`config.mk`:
```
export PLATFORM = sky130hd
export DESIGN_NAME = ex_mem_stage
export DESIGN_NICKNAME = d
export VERILOG_FILES = /design/src/rtl/ex_mem_stage.sv
export SDC_FILE = /design/constraint.sdc
export NUM_CORES = 1
export LEC_CHECK = 0
export CORE_ASPECT_RATIO = 2
export CORE_MARGIN = 4
export CORE_UTILIZATION = 50
export DETAILED_ROUTE_END_ITERATION = 12
export PLACE_DENSITY = 0.88
export SKIP_CTS_REPAIR_TIMING = 1
export SYNTH_ARGS = -nofsm -noshare
export SYNTH_HDL_FRONTEND = slang
export SYNTH_SLANG_ARGS = --single-unit
```
`constraint.sdc`:
```
create_clock -name clk -period 3.05 [get_ports clk]
set_input_delay 0.305 -clock clk [delete_from_list [all_inputs] [get_ports clk]]
set_output_delay 0.305 -clock clk [all_outputs]
set_load 0.005 [all_outputs]
```
`src/rtl/ex_mem_stage.sv`:
```
// EX/MEM pipeline stage: valid/ready handshaked register with optional 2-entry skid,
// synchronous flush, bubble-masked control outputs and a saturating stall counter.
module ex_mem_stage #(
    parameter int unsigned XLEN    = 32,
    parameter int unsigned REG_W   = 5,
    parameter int unsigned SKID_EN = 1,
    parameter int unsigned CNT_W   = 16
) (
    input  logic             clk,
    input  logic             rst,
    input  logic             flush,
    input  logic             in_valid,
    output logic             in_ready,
    input  logic [XLEN-1:0]  read_data2,
    input  logic [XLEN-1:0]  result,
    input  logic [XLEN-1:0]  imm,
    input  logic [XLEN-1:0]  inst_addr,
    input  logic             zero,
    input  logic             branch,
    input  logic             mem_read,
    input  logic             mem_to_reg,
    input  logic             mem_write,
    input  logic             reg_write,
    input  logic [REG_W-1:0] reg_id_w,
    input  logic [REG_W-1:0] tag1,
    input  logic [REG_W-1:0] tag2,
    output logic             out_valid,
    input  logic             out_ready,
    output logic [XLEN-1:0]  read_data2_o,
    output logic [XLEN-1:0]  result_o,
    output logic [XLEN-1:0]  branch_pc,
    output logic             zero_o,
    output logic             branch_o,
    output logic             mem_read_o,
    output logic             mem_to_reg_o,
    output logic             mem_write_o,
    output logic             reg_write_o,
    output logic             branch_taken_o,
    output logic [REG_W-1:0] reg_id_wo,
    output logic [REG_W-1:0] tag1_o,
    output logic [REG_W-1:0] tag2_o,
    output logic [CNT_W-1:0] stall_cnt
);

    typedef struct packed {
        logic [XLEN-1:0]  rd2;
        logic [XLEN-1:0]  res;
        logic [XLEN-1:0]  bpc;
        logic             z;
        logic             br;
        logic             mr;
        logic             m2r;
        logic             mw;
        logic             rw;
        logic [REG_W-1:0] rid;
        logic [REG_W-1:0] t1;
        logic [REG_W-1:0] t2;
    } entry_t;

    typedef enum logic [1:0] {EMPTY, ONE, FULL} state_t;

    state_t state, state_next;
    entry_t main_q, skid_q, in_entry;
    logic   in_fire, out_fire;
    logic   load_main_in, load_main_skid, load_skid;

    always_comb begin
        in_entry.rd2 = read_data2;
        in_entry.res = result;
        in_entry.bpc = inst_addr + imm;
        in_entry.z   = zero;
        in_entry.br  = branch;
        in_entry.mr  = mem_read;
        in_entry.m2r = mem_to_reg;
        in_entry.mw  = mem_write;
        in_entry.rw  = reg_write;
        in_entry.rid = reg_id_w;
        in_entry.t1  = tag1;
        in_entry.t2  = tag2;
    end

    // Skid mode decodes in_ready from state only, so out_ready never reaches it.
    always_comb begin
        out_valid = (state != EMPTY);
        if (SKID_EN != 0) in_ready = (state != FULL);
        else              in_ready = !out_valid || out_ready;
        in_fire  = in_valid && in_ready;
        out_fire = out_valid && out_ready;
    end

    always_comb begin
        state_next     = state;
        load_main_in   = 1'b0;
        load_main_skid = 1'b0;
        load_skid      = 1'b0;
        case (state)
            EMPTY: begin
                if (in_fire) begin
                    state_next   = ONE;
                    load_main_in = 1'b1;
                end
            end
            ONE: begin
                if (in_fire && out_fire) begin
                    load_main_in = 1'b1;
                end else if (in_fire) begin
                    state_next = FULL;
                    load_skid  = 1'b1;
                end else if (out_fire) begin
                    state_next = EMPTY;
                end
            end
            FULL: begin
                if (out_fire) begin
                    state_next     = ONE;
                    load_main_skid = 1'b1;
                end
            end
            default: state_next = EMPTY;
        endcase
        if (flush) begin
            state_next     = EMPTY;
            load_main_in   = 1'b0;
            load_main_skid = 1'b0;
            load_skid      = 1'b0;
        end
    end

    always_ff @(posedge clk) begin
        if (rst) begin
            state     <= EMPTY;
            main_q    <= '0;
            skid_q    <= '0;
            stall_cnt <= '0;
        end else begin
            state <= state_next;
            if (load_main_in)        main_q <= in_entry;
            else if (load_main_skid) main_q <= skid_q;
            if (load_skid)           skid_q <= in_entry;
            if (out_valid && !out_ready && stall_cnt != '1)
                stall_cnt <= stall_cnt + CNT_W'(1);
        end
    end

    // Data fields hold their last value while invalid; control fields become a bubble.
    always_comb begin
        read_data2_o   = main_q.rd2;
        result_o       = main_q.res;
        branch_pc      = main_q.bpc;
        zero_o         = main_q.z;
        reg_id_wo      = main_q.rid;
        tag1_o         = main_q.t1;
        tag2_o         = main_q.t2;
        branch_o       = main_q.br  && out_valid;
        mem_read_o     = main_q.mr  && out_valid;
        mem_to_reg_o   = main_q.m2r && out_valid;
        mem_write_o    = main_q.mw  && out_valid;
        reg_write_o    = main_q.rw  && out_valid;
        branch_taken_o = main_q.br  && main_q.z && out_valid;
    end

endmodule

```
# Word level (Yosys, flattened, before mapping)
# Index checks and enable logic that the tools add are counted.
[op_classes]
n_addsub = 2
multipliers = 0
n_div = 0
order_cmp = 0
eq_ne = 8
shift = 0
n_mux = 18
bitwise = 0
n_reduce_logical = 18
[ops]
columns = ["op", "count"]
rows = [
  ["$mux 117", 2],
  ["$add 32x32->32", 1],
  ["$add 16x1->16 const B", 1],
  ["$ne 16x16->1 const B", 1],
  ["$logic_and 1x1->1", 12],
  ["$mux 2", 5],
  ["$mux 1", 9],
  ["$ne 2x2->1 const B", 4],
  ["$pmux 2 s3", 1],
  ["$reduce_and 4->1", 1],
  ["$reduce_bool 2->1", 2],
  ["$ne 3x3->1 const B", 1],
  ["$eq 2x1->1 const B", 1],
  ["$eq 2x2->1 const B", 1],
  ["$logic_not 2->1", 1],
  ["$pmux 1 s2", 1],
  ["$reduce_or 2->1", 1],
  ["$logic_not 1->1", 1],
]
[word_totals]
ff_bits = 252
latch_bits = 0
mem_bits_rw = 0
rom_bits = 0
inputBits = 154
out_inout_bits = 136
wordCells = 72
n_memories = 0

# Longest topological paths before layout
# Gate-level depths: netlist of run 1.
[depth]
ltp_word = 7
mapped_depth = 9
mapped_depth_nobuf = 8

# Least setup slack after synthesis of run 1
# Ideal clock, no wire load.
[synth_timing]
path_type = "input port to flip-flop"
from = "input imm[0]"
to = "register main_q (netlist bit branch_pc[12])"
setup_time_ps = 112
arrival_time_ps = 2214
t_required_ps = 2938
setup_slack_ps = 724
path_stages = 8
n_path_buf = 0
cell_sequence = "ha_1 fa_1 a21o_1 a221oi_4 o211ai_1 a41oi_2 nor2_1 a2111oi_1"
[synth_between]
elab_chain_len = 2
[synth_lines]
columns = ["element", "line_no", "source"]
rows = [
  ["start, declared", "16", "input logic [XLEN-1:0] imm,"],
  ["$add 32x32->32", "70", "in_entry.bpc = inst_addr + imm;"],
  ["$mux 117", "137", "if (load_main_in) main_q <= in_entry;"],
  ["end signal, assigned", "137", ""],
  ["end signal, assigned", "138", "else if (load_main_skid) main_q <= skid_q;"],
  ["end, declared", "63", "entry_t main_q, skid_q, in_entry;"],
]
# Every way passes these cells.
# A chain may end at the register's enable or synchronous reset.

# Worst setup path in the final report of run 1
[layout_timing]
from = "input imm[0]"
to = "register main_q (netlist bit branch_pc[26])"
# The elaborated chain is that of the path after synthesis.

==> flow_summary.ini, run 1 <==
[synth]
post_synth_inst_count = 1632
syn_area_per_cell_um2 = 7.88
synth_top_flop_cell = dfxtp_1
synth.yosys.seq_area_share = 0.392
synth_enable_flop_cells = 0
synth-async-reset-ratio = 0
synthDominantAreaCellType = dfxtp_1
synth_cell_type_count = 80
fraction_of_post_synthesis_cell_area_in_the_top_cell_type_by_area = 0.392
synth_area_um2 = 12900
synth_warnings = 0
synth-seq-cells = 252
yosys-top-cells-area = dfxtp_1, nand2_1, a21oi_1
mappedNetlistNets = 1819

[power]
power.clock.fraction = 0.399
p_leak_uw = 0.00566
netSwitchingFraction = 0.258
power_share_of_the_sequential_group = 0.432
p_switching_uw = 2070
p_comb_frac = 0.169
p_int_uw = 5930
max-vdd-ir-drop_uv = 457
total_power_uw = 8000
power_density_nw_per_um2 = 495

[grt]
global_route.usage.total = 0.272
grt_pass1_wl_mm = 63.3
antenna_found_initial = 5
largest_net_degree_at_the_start_of_global_routing = 149
number_of_global_route_vias_before_repair = 12342
grt_remaining_overflow = 0

[routing]
wl_per_cell_um = 19.1
via_count = 12552
drt_first_iter_violations = 995
drt-vias-per-instance = 5.93
route.antenna.remaining_nets = 0
drc_errors = 0
drt_pre_antenna_iters = 6
drt-total-wl_mm = 40.4

[final_layout]
layout_area_overhead_pct = 25.5
mostFrequentLayoutCells = nand2_1, clkdlybuf4s50_1, dfxtp_1
nets = 1947
n_fill_cell = 2114
layout.cells.most_common = nand2_1
post_route_cells_drive_above_1_share = 0.0648

[timing]
setup_viol = 0
headroom_to_the_max_slew_limit = 0.295
rsz0062_at_grt = no
layout_setup_ws_ns = 0.457
fin_crit_ns = 2.59
max_slew_violation_count = 0
timing_worst_slew_pin_value_ns = 1.06
fin_crit_sh = 0.850
final-hold-violation-count = 0
skew_ns = 0.00916
fmax_ghz = 0.386

[clocking]
cts_bufs_inserted = 23
cts_clock_pin_slew_for_the_worst_setup_and_hold_paths_ns = 0.07
cts-root-to-sink-buffers = 3
tritoncts = yes
htree_levels = 1
insertion_delay_ns = 0.53
cts_num_sinks = 252
cts-root-buf = clkbuf_16

[setup_path]
cp_top_family = compound AO/OA/AOI/OAI gates
worst_path_largest_cell_delay_ns = 0.44
timing_worst_setup_path_type = in2reg
crit_path_end_kind = flop
worstPathBufferInverterCount = 1
crit_required_ns = 3.43
worst_path_max_delay_cell = a2111oi_0
arrival_time_worst_endpoint_ns = 2.97
crit_fanout = 5
worstPathCellList = clkdlybuf4s50_1 -> ha_1 -> fa_1 -> a21o_1 -> a221oi_4 -> nor4_2 -> o21ai_0 -> nand2_1 -> a2111oi_0
cp_startpoint_kind = primary input

[floorplanning]
floorplan.die.height_um = 235
chipWidth_um = 121
design.portCount = 290
core_region_area_um2 = 25200
floorplan.die_area_um2 = 28500
starting_density_of_the_core = 0.510
count_of_standard_cell_rows = 82

[flow_run]
maxCapViolCount = 0

[place]
pre_cts_slack_ns = -0.0622
place_hpwl_mm = 27.8
numPortBuffers = 289
final_wtd_congestion = 0.898

[status]
run_status = finished, final reports clean

[min_path]
min-delay-path-class = in2reg
[sequential cells by signal, summed over array words and instances, names as in the netlist]
name,flops
zero_o,1
stall_cnt,16
read_data2_o,32
result_o,32
main_q,5
skid_q,117
state,2
branch_pc,32
tag2_o,5
reg_id_wo,5
tag1_o,5
[kinds of logic after synthesis]
group | share of synthesized area
adders and majority gates | 0.0327
DFF | 0.392
muxes | 0.00788
and+or+nand+nor | 0.206
xor gates and xnor gates | 0.0177
buffers and inverters | 0.104
AOI/OAI and AO/OA | 0.240
[per-layer routing]
| metal | vias up | track usage | wire length [um] |
|---|---|---|---|
| met1 | 5910 | 0.284 | 14200 |
| met2 | 575 | 0.481 | 20400 |
| li1 | 5887 | - | - |
| met4 | 0 | 0.189 | 3220 |
| met3 | 180 | 0.0457 | 2530 |
| met5 | - | 0 | 0 |
[synthesized netlist by cell type (9+ instances only)]
| library cell | n |
|---|---|
| a311oi_1 | 9 |
| dfxtp_1 | 252 |
| nand4_1 | 10 |
| buf_2 | 17 |
| nand3_1 | 29 |
| inv_1 | 11 |
| o21ai_0 | 25 |
| nor3_1 | 18 |
| nand2_1 | 362 |
| a21oi_1 | 242 |
| a22oi_1 | 95 |
| xor2_1 | 12 |
| and4_1 | 10 |
| buf_4 | 111 |
| o21ai_1 | 10 |
| or3_1 | 11 |
| a211oi_1 | 11 |
| nor4_1 | 9 |
| and3_1 | 20 |
| nor2_1 | 58 |
| a21o_1 | 9 |
| xnor2_1 | 14 |
| nand3b_1 | 16 |
| o21a_1 | 12 |
| ha_1 | 32 |
| mux2i_1 | 9 |
| clkbuf_1 | 93 |
[area by class of cell]
class                      count  area (um2)  area share
clock inverter                11         190      0.0118
clock buffer                  30         632      0.0391
sequential                   252        5040       0.312
antenna                        5        12.5    0.000775
inverter                      11        41.3     0.00256
timing repair buffer         332        3290       0.204
multi-input combinational   1140        6510       0.403
tap                          336         420      0.0260
[worst reg2reg max path: stages (launching register included)]
cell,delay (ns)
dfxtp_1,0.40
nand2b_1,0.29
nor3b_4,0.10
nor2_4,0.81
buf_4,0.46
nand2_1,0.14
a21oi_1,0.20
[power groups by stage]
stage	logic [uW]	registers [uW]	clock network [uW]
after floorplan	784	3510	0
after global placement	1310	3520	0
after CTS	1340	3450	3240
after global routing	1460	3460	3360
after detailed placement	1330	3530	0
final	1350	3460	3190
[final timing paths]
path | start | endpoint | slack, ns | cells after the start
worst min-delay path | read_data2[14] | skid_q[99] | 0.35 | 3
worst max register to register | state[1] | tag2_o[3] | 0.56 | 6
worst max-delay path | imm[0] | branch_pc[26] | 0.46 | 9
worst min register to register | main_q[18] | main_q[18] | 0.45 | 2
[through the flow]
step                      TNS (ns)  hold WS [ns]  utilization  cells  instance area, um2
after floorplan                  0         0.382            -   1632               12900
after global placement           0         0.439        0.607   2071               15300
after detailed placement   -0.0622         0.444        0.607   2071               15300
after CTS                        0         0.329        0.639   2112               16100
after global routing             0         0.340        0.640   2117               16100
final                            0         0.351        0.640   2117               16100
No activity file was read; power rests on OpenSTA's default activity.
==> inputs of run 2 (changes only) <==
- HOLD_SLACK_MARGIN: not set -> 0.1
==> results of run 2 <==
Same layout as run 1: the final DEF is identical, and so are final timing and power.
